**src/rtl/tour_cmd_seq_if.sv**
```systemverilog
// Command bus between the tour sequencer, the UART wrapper and the command
// processor. The sequencer is the master: it issues cmd/cmd_rdy and returns
// the UART accept strobe. The slave view is the surrounding environment.
interface tour_cmd_seq_if;
  logic [15:0] cmd_UART;
  logic        cmd_rdy_UART;
  logic        clr_cmd_rdy_UART;
  logic [15:0] cmd;
  logic        cmd_rdy;
  logic        clr_cmd_rdy;
  logic        send_resp;

  modport master (
    input  cmd_UART, cmd_rdy_UART, clr_cmd_rdy, send_resp,
    output clr_cmd_rdy_UART, cmd, cmd_rdy
  );

  modport slave (
    output cmd_UART, cmd_rdy_UART, clr_cmd_rdy, send_resp,
    input  clr_cmd_rdy_UART, cmd, cmd_rdy
  );
endinterface

```
**src/rtl/tour_cmd_seq.sv**
```systemverilog
// Tour command sequencer: replays the 24 solved knight moves as a vertical
// then a horizontal movement command each; passes UART commands through
// while no tour is running.
//
// state     | meaning
// ----------+-----------------------------------------------------------
// IDLE      | UART commands pass straight through
// VERT      | vertical leg of move mv_indx offered (zero move aborts)
// VERT_HOLD | vertical leg accepted, waiting for its response
// HORZ      | horizontal leg of move mv_indx offered
// HORZ_HOLD | horizontal leg accepted, waiting for its response
module tour_cmd_seq (
  input  logic        clk,
  input  logic        rst_n,
  input  logic        start_tour,
  input  logic [7:0]  move,
  output logic [4:0]  mv_indx,
  output logic        tour_active,
  output logic        tour_done,
  output logic        tour_err,
  tour_cmd_seq_if.master bus
);

  typedef enum logic [2:0] {IDLE, VERT, VERT_HOLD, HORZ, HORZ_HOLD} state_t;

  localparam logic [4:0] LAST_IDX = 5'd23;
  localparam logic [3:0] OP_MOVE  = 4'h2;
  localparam logic [3:0] OP_FANF  = 4'h3;
  localparam logic [7:0] HD_NORTH = 8'h00;
  localparam logic [7:0] HD_SOUTH = 8'h7F;
  localparam logic [7:0] HD_EAST  = 8'hBF;
  localparam logic [7:0] HD_WEST  = 8'h3F;

  state_t      state_q, state_d;
  logic [4:0]  idx_q, idx_d;
  logic        done_q, done_d;
  logic        err_q, err_d;
  logic [15:0] vert_cmd, horz_cmd;

  // Decode the lowest set move bit into its two legs; casez order gives priority.
  always_comb begin
    vert_cmd = 16'h0000;
    horz_cmd = 16'h0000;
    casez (move)
      8'b???????1: begin vert_cmd = {OP_MOVE, HD_NORTH, 4'd2}; horz_cmd = {OP_FANF, HD_WEST, 4'd1}; end
      8'b??????10: begin vert_cmd = {OP_MOVE, HD_NORTH, 4'd2}; horz_cmd = {OP_FANF, HD_EAST, 4'd1}; end
      8'b?????100: begin vert_cmd = {OP_MOVE, HD_NORTH, 4'd1}; horz_cmd = {OP_FANF, HD_WEST, 4'd2}; end
      8'b????1000: begin vert_cmd = {OP_MOVE, HD_SOUTH, 4'd1}; horz_cmd = {OP_FANF, HD_WEST, 4'd2}; end
      8'b???10000: begin vert_cmd = {OP_MOVE, HD_SOUTH, 4'd2}; horz_cmd = {OP_FANF, HD_WEST, 4'd1}; end
      8'b??100000: begin vert_cmd = {OP_MOVE, HD_SOUTH, 4'd2}; horz_cmd = {OP_FANF, HD_EAST, 4'd1}; end
      8'b?1000000: begin vert_cmd = {OP_MOVE, HD_SOUTH, 4'd1}; horz_cmd = {OP_FANF, HD_EAST, 4'd2}; end
      8'b10000000: begin vert_cmd = {OP_MOVE, HD_NORTH, 4'd1}; horz_cmd = {OP_FANF, HD_EAST, 4'd2}; end
      default:     begin vert_cmd = 16'h0000; horz_cmd = 16'h0000; end
    endcase
  end

  // State, move index and the two status pulses.
  always_ff @(posedge clk or negedge rst_n) begin
    if (!rst_n) begin
      state_q <= IDLE;
      idx_q   <= 5'd0;
      done_q  <= 1'b0;
      err_q   <= 1'b0;
    end else begin
      state_q <= state_d;
      idx_q   <= idx_d;
      done_q  <= done_d;
      err_q   <= err_d;
    end
  end

  // Next state plus the command mux; UART path is the default view.
  always_comb begin
    state_d              = state_q;
    idx_d                = idx_q;
    done_d               = 1'b0;
    err_d                = 1'b0;
    bus.cmd              = bus.cmd_UART;
    bus.cmd_rdy          = bus.cmd_rdy_UART;
    bus.clr_cmd_rdy_UART = bus.clr_cmd_rdy;
    case (state_q)
      IDLE: begin
        if (start_tour) begin
          idx_d   = 5'd0;
          state_d = VERT;
        end
      end
      VERT: begin
        bus.clr_cmd_rdy_UART = 1'b0;
        bus.cmd              = vert_cmd;
        if (move == 8'h00) begin
          // Solver handed back an empty move: abort without issuing anything.
          bus.cmd_rdy = 1'b0;
          err_d       = 1'b1;
          state_d     = IDLE;
        end else begin
          bus.cmd_rdy = 1'b1;
          if (bus.clr_cmd_rdy) state_d = VERT_HOLD;
        end
      end
      VERT_HOLD: begin
        bus.clr_cmd_rdy_UART = 1'b0;
        bus.cmd              = vert_cmd;
        bus.cmd_rdy          = 1'b0;
        if (bus.send_resp) state_d = HORZ;
      end
      HORZ: begin
        bus.clr_cmd_rdy_UART = 1'b0;
        bus.cmd              = horz_cmd;
        bus.cmd_rdy          = 1'b1;
        if (bus.clr_cmd_rdy) state_d = HORZ_HOLD;
      end
      HORZ_HOLD: begin
        bus.clr_cmd_rdy_UART = 1'b0;
        bus.cmd              = horz_cmd;
        bus.cmd_rdy          = 1'b0;
        if (bus.send_resp) begin
          if (idx_q == LAST_IDX) begin
            done_d  = 1'b1;
            state_d = IDLE;
          end else begin
            idx_d   = idx_q + 5'd1;
            state_d = VERT;
          end
        end
      end
      default: state_d = IDLE;
    endcase
  end

  assign tour_active = (state_q != IDLE);
  assign mv_indx     = idx_q;
  assign tour_done   = done_q;
  assign tour_err    = err_q;

endmodule

```
**src/flat_wrapper.sv**
```systemverilog
// flat-port wrapper written by rule: the top's interface ports become plain ports
module tour_cmd_seq_flat 
  (clk, rst_n, start_tour, move, mv_indx, tour_active, tour_done, tour_err, bus_cmd_UART, bus_cmd_rdy_UART, bus_clr_cmd_rdy, bus_send_resp, bus_clr_cmd_rdy_UART, bus_cmd, bus_cmd_rdy);
  tour_cmd_seq_if bus_i ();
  input  logic clk;
  input  logic rst_n;
  input  logic start_tour;
  input  logic [7:0] move;
  output logic [4:0] mv_indx;
  output logic tour_active;
  output logic tour_done;
  output logic tour_err;
  input wire logic [$bits(bus_i.cmd_UART)-1:0] bus_cmd_UART;
  input wire logic [$bits(bus_i.cmd_rdy_UART)-1:0] bus_cmd_rdy_UART;
  input wire logic [$bits(bus_i.clr_cmd_rdy)-1:0] bus_clr_cmd_rdy;
  input wire logic [$bits(bus_i.send_resp)-1:0] bus_send_resp;
  output wire logic [$bits(bus_i.clr_cmd_rdy_UART)-1:0] bus_clr_cmd_rdy_UART;
  output wire logic [$bits(bus_i.cmd)-1:0] bus_cmd;
  output wire logic [$bits(bus_i.cmd_rdy)-1:0] bus_cmd_rdy;
  assign bus_i.cmd_UART = bus_cmd_UART;
  assign bus_i.cmd_rdy_UART = bus_cmd_rdy_UART;
  assign bus_i.clr_cmd_rdy = bus_clr_cmd_rdy;
  assign bus_i.send_resp = bus_send_resp;
  assign bus_clr_cmd_rdy_UART = bus_i.clr_cmd_rdy_UART;
  assign bus_cmd = bus_i.cmd;
  assign bus_cmd_rdy = bus_i.cmd_rdy;
  tour_cmd_seq u_core (.clk(clk), .rst_n(rst_n), .start_tour(start_tour), .move(move), .mv_indx(mv_indx), .tour_active(tour_active), .tour_done(tour_done), .tour_err(tour_err), .bus(bus_i));
endmodule
```
**config.mk**
```make
export PLATFORM = sky130hd
export DESIGN_NAME = tour_cmd_seq_flat
export DESIGN_NICKNAME = d
export VERILOG_FILES = /design/src/rtl/tour_cmd_seq_if.sv /design/src/rtl/tour_cmd_seq.sv /design/src/flat_wrapper.sv
export SDC_FILE = /design/constraint.sdc
export NUM_CORES = 1
export LEC_CHECK = 0
export ABC_CLOCK_PERIOD_IN_PS = 3450
export BUFFER_PORTS_ARGS = -buffer_cell sky130_fd_sc_hd__buf_4
export CORE_ASPECT_RATIO = 1.5
export CORE_UTILIZATION = 45
export DETAILED_ROUTE_END_ITERATION = 7
export GPL_TIMING_DRIVEN = 0
export PLACE_DENSITY = 0.91
export SYNTH_ARGS = -nofsm -noshare
export SYNTH_HDL_FRONTEND = slang
export SYNTH_SLANG_ARGS = --single-unit
```
**constraint.sdc**
```tcl
create_clock -name clk -period 3.45 [get_ports clk]
set_input_delay 0.69 -clock clk [delete_from_list [all_inputs] [get_ports clk]]
set_output_delay 0.69 -clock clk [all_outputs]
set_load 0.02 [all_outputs]
```
**Word level (Yosys, flattened, before mapping)**

Index checks and enable logic that the tools add are counted.

- $add $sub $neg: 1
- Multipliers: 0
- Divide/modulo/power cells: 0
- Magnitude comparators: 0
- Equal/unequal tests: 18
- Shift-type cells: 0
- Muxes and demuxes: 23
- Bitwise logic cells: 0
- Reductions and logical operators: 18

Operators by type and width:

| kind | number |
|---|---|
| case mux 14 bit (4 select lines) | 2 |
| case mux 16 bit (2 select lines) | 1 |
| OR reduction 2 bit | 11 |
| two-way mux 3 bit | 6 |
| two-way mux 5 bit | 3 |
| case mux 3 bit (5 select lines) | 1 |
| equality test 5 bit (second input constant) | 2 |
| != test 2 bit (second input constant) | 5 |
| case mux 5 bit (2 select lines) | 1 |
| equality test 8 bit (second input constant) | 1 |
| logical NOT 8 bit | 1 |
| two-way mux 1 bit | 8 |
| equality test 7 bit (second input constant) | 1 |
| equality test 3 x 2 -> 1 bit (second input constant) | 2 |
| equality test 3 bit (second input constant) | 2 |
| equality test 6 bit (second input constant) | 1 |
| adder 5 x 1 -> 5 bit (second input constant) | 1 |
| AND reduction 5 bit | 1 |
| equality test 4 bit (second input constant) | 1 |
| AND reduction 4 bit | 1 |
| OR reduction 4 bit | 1 |
| equality test 3 x 1 -> 1 bit (second input constant) | 1 |
| logical NOT 3 bit | 1 |
| != test 3 x 2 -> 1 bit (second input constant) | 1 |
| other kinds (4) | 4 |

- Flip-flop bits (word level): 10
- Bits in latches: 0
- RAM bits: 0
- Bits in read-only memories: 0
- Output and inout bits: 26
- Logic and storage cells: 64
- Memories kept: 0

**Logic depth before layout (Yosys ltp)**

- Word-level depth: 4
- Gate-level depth with buffers: 5
- Depth with buffers taken out: 5

**Least setup slack after synthesis**

No wires, ideal clock.

- Path kind: input -> output
- Start point: in move[1]
- End point: out bus_cmd[4]
- Data arrival time: 1.652 ns
- Data required time: 2.760 ns
- Setup slack: 1.108 ns
- Stages: 4
- Buffers on the path: 0
- Path through: or3_1 -> a2111oi_4 -> a21o_2 -> a21o_1

- Longest elaborated chain between the ends: 4
- Elaborated cells on any way between the ends: 18
- Those cells by class: eq/ne: 7; mux: 3; reduce/logical: 8

RTL lines:

| item | line | RTL |
|---|---|---|
| start: declaration | flat_wrapper.sv:8 | `input logic [7:0] move;` |
| equality test 8 bit, or another cell as far along | tour_cmd_seq.sv:44 | `casez (move)` |
| OR reduction 2 bit (no line) | n/a |  |
| case mux 14 bit (4 select lines) | tour_cmd_seq.sv:44 |  |
| case mux 16 bit (2 select lines) * | tour_cmd_seq.sv:81 | `case (state_q)` |
| end: declaration | flat_wrapper.sv:18 | `output wire logic [$bits(bus_i.cmd)-1:0] bus_cmd;` |

Mark *: on every way between the ends. The rest lies on a longest branch, timed or not.

**Worst setup path after layout**

- Start point: in move[5]
- End point: out bus_cmd[8]

- Longest elaborated chain between the ends: 4
- Elaborated cells on any way between the ends: 11
- Those cells by class: eq/ne: 3; mux: 3; reduce/logical: 5

RTL lines:

| item | line |
|---|---|
| equality test 8 bit, or another cell as far along | tour_cmd_seq.sv:44 |
| OR reduction 2 bit (no line) | n/a |
| case mux 14 bit (4 select lines) | tour_cmd_seq.sv:44 |
| case mux 16 bit (2 select lines) * | tour_cmd_seq.sv:81 |

Marks and branches as above.

==> impl_metrics.env <==
export IMPL_yosys_top_cells_area="dfrtp_1 28%, a21o_1 6.7%, or3_1 4.2%"
export IMPL_synth_area_um2=897.1
export IMPL_numClockSinks=10
export IMPL_status="finished clean"
export IMPL_route_vias_total=1074
export IMPL_drtAntennaViolNets=0
export IMPL_htree_levels=1
export IMPL_fmax_mhz=371.1
export IMPL_synth_fp_nets=136
export IMPL_gr_total_overflow=0
export IMPL_hpwl_mm=2.049
export IMPL_synthAdderAreaFrac_pct=1.395
export IMPL_synth_top_area_share_pct=27.89
export IMPL_rsz0062_at_grt="no"
export IMPL_vias_per_cell=5.805
export IMPL_arrival_ns=2.01
export IMPL_portBuffers=55
export IMPL_ctsHoldBuffers=0
export IMPL_end_kind="output pin"
export IMPL_antennaDiodeCount=0
export IMPL_timing_final_crit_share_pct=78.12
export IMPL_cap_violations=0
export IMPL_ys_seq_area_share_pct=27.89
export IMPL_cts_buffer_depth=2
export IMPL_chipHeight_um=56.69
export IMPL_synth_top_family_by_area="simple AND/OR/NAND/NOR gates"
export IMPL_avgSynthCellArea_um2=8.544
export IMPL_yosys_mux_area_fraction_pct=2.371
export IMPL_fin_crit_ns=2.695
export IMPL_wire_per_inst_um=13.38
export IMPL_initial_core_util_pct=48.38
export IMPL_ys_flop_type="dfrtp_1"
export IMPL_power_leakage_nw=0.6848
export IMPL_reg2regPathDepth=5
export IMPL_r2r_start="u_core.mv_indx[0]"
export IMPL_tightestPinTransition_ns=0.6651
export IMPL_die_w_um=38.46
export IMPL_grt_pass1_vias=1032
export IMPL_fin_worst_skew_ns=0.001952
export IMPL_critical_path_class="input pin to output pin"
export IMPL_drt_iter0_drc=16
export IMPL_final_cell_mix="57 x buf_4, 10 x dfrtp_1, 9 x nor2_1, 9 x nand2_1, 8 x a21o_1"
export IMPL_start_kind="input pin"
export IMPL_finalPower_w=0.001173
export IMPL_yosysWarnings=0
export IMPL_yosys_area_top_type="dfrtp_1"
export IMPL_p_per_area_nw_per_um2=854.7
export IMPL_synth_edff_count=0
export IMPL_slew_violations=0
export IMPL_drive_above_1_share_pct=42.68
export IMPL_finalSetupViolCount=0
export IMPL_slew_limit_headroom_pct=55.34
export IMPL_fin_tns_setup_ns=0
export IMPL_antenna_found_initial=0
export IMPL_synth_compound_area_share_pct=30.54
export IMPL_io_pins=56
export IMPL_placed_area_um2=1336
export IMPL_nFillCells=146
export IMPL_grt_usage_pct=24.87
export IMPL_synth_xor_area_share_pct=1.953
export IMPL_cts_setup_buffers=0
export IMPL_ys_types=40
export IMPL_core_area_um2=1854
export IMPL_cts_root_buf="clkbuf_4"
export IMPL_path_clk_slew_ns=0.07
export IMPL_peakVddDrop_mv=0.6507
export IMPL_cp_max_fo=6
export IMPL_first_pass_iters=4
export IMPL_post_cts_resized=0
export IMPL_drc=0
export IMPL_syn_inst=105
export IMPL_num_nets_final=196
export IMPL_drt_total_wl_mm=2.476
export IMPL_hold_viol_final=0
export IMPL_clk_latency_ns=0.27
export IMPL_ys_async_sr_fraction_pct=100.0
export IMPL_final_area_um2=1373
export IMPL_syn2layout_area_growth_pct=53.00
export IMPL_grt_pass1_wl_mm=4.098
export IMPL_utilization_pct=74.02
export IMPL_synth_seq_cells=10
export IMPL_cts_tree="done"
export IMPL_yosys_area_share_simple_pct=31.24
export IMPL_place_gp_congestion=0.8972
export IMPL_grt_max_degree=11
export IMPL_min_path_type="input pin to async pin"
export IMPL_mostFrequentLayoutCell="buf_4"
export IMPL_cts_inserted_buffers=3
export IMPL_worstPathRequired_ns=2.76
export IMPL_die_area_um2=2180
export IMPL_rows=19
export IMPL_crit_path_start="move[5]"
Yosys cell counts, types with 2 or more instances:
library cell   n
a21oi_1        7
xnor2_1        2
a21o_1         8
buf_4          2
inv_1          3
nand3_1        3
o21ai_0        3
o32ai_1        3
nor2_1         9
dfrtp_1       10
nor3_1         7
or3_1          6
nand2_1        9
nor2b_1        5
nand2b_1       2
nand4_1        2
worst max-delay path: stages:
cell,delay (ns)
buf_4,0.12
nor2_1,0.27
nand4_1,0.30
a21o_2,0.32
a21o_1,0.16
buf_4,0.15
per-stage QoR:
step                worst slack (ns)  std cells  hold slack [ns]
floorplan                      1.108        105           0.3944
global placement              0.7761        181           0.5201
detailed placement            0.7554        181           0.5243
CTS                           0.7403        185           0.2414
global route                  0.6196        185           0.2435
finish                        0.7550        185           0.2363
worst paths after layout:
kind / slack, ns / end
hold reg to reg: 0.54 / u_core.mv_indx[1]
max in group asynchronous: 3.07 / u_core.mv_indx[3]
setup / recovery: 0.75 / bus_cmd[8]
min in group clk: 0.54 / u_core.mv_indx[1]
hold / removal: 0.24 / u_core.mv_indx[2]
setup reg to reg: 1.72 / u_core.mv_indx[4]
cells by family after synthesis:
kind of cell,count (synthesis)
AND/OR/NAND/NOR,50
AO/OA/AOI/OAI,33
flip-flops,10
buffers and inverters,7
XOR/XNOR,2
multiplexers,2
adder cells (fa/ha/maj),1
state kept, by name, indices dropped and copies added (netlist names):
register / flops
u_core.mv_indx: 5
u_core.tour_done: 1
u_core.tour_err: 1
u_core.state_q: 3
report_power, final:
group | internal (W) | leakage, nW | switching, W
sequential | 0.000136 | 0.136 | 0.0000264
combinational | 0.000391 | 0.528 | 0.000514
clock | 0.0000641 | 0.0210 | 0.0000416
total | 0.000591 | 0.685 | 0.000582
area by class of cell:
class	count	area, um^2	area share, %
multi-input cells	88	605.6	44.12
plain buffers	4	30.03	2.188
inverters	3	11.26	0.8204
clock buffers	4	36.28	2.644
well taps	21	26.28	1.914
flip-flops and latches	10	250.2	18.23
repair buffers	55	412.9	30.08
routing by layer:
layer	GRT usage, %	up-vias	part of all wire [%]
met5	0	-	0
met2	46.97	53	55
met3	3.162	5	5.7
li1	-	514	-
met1	26.62	502	38
met4	7.389	0	1.4
No activity file was read; power rests on OpenSTA's default activity.
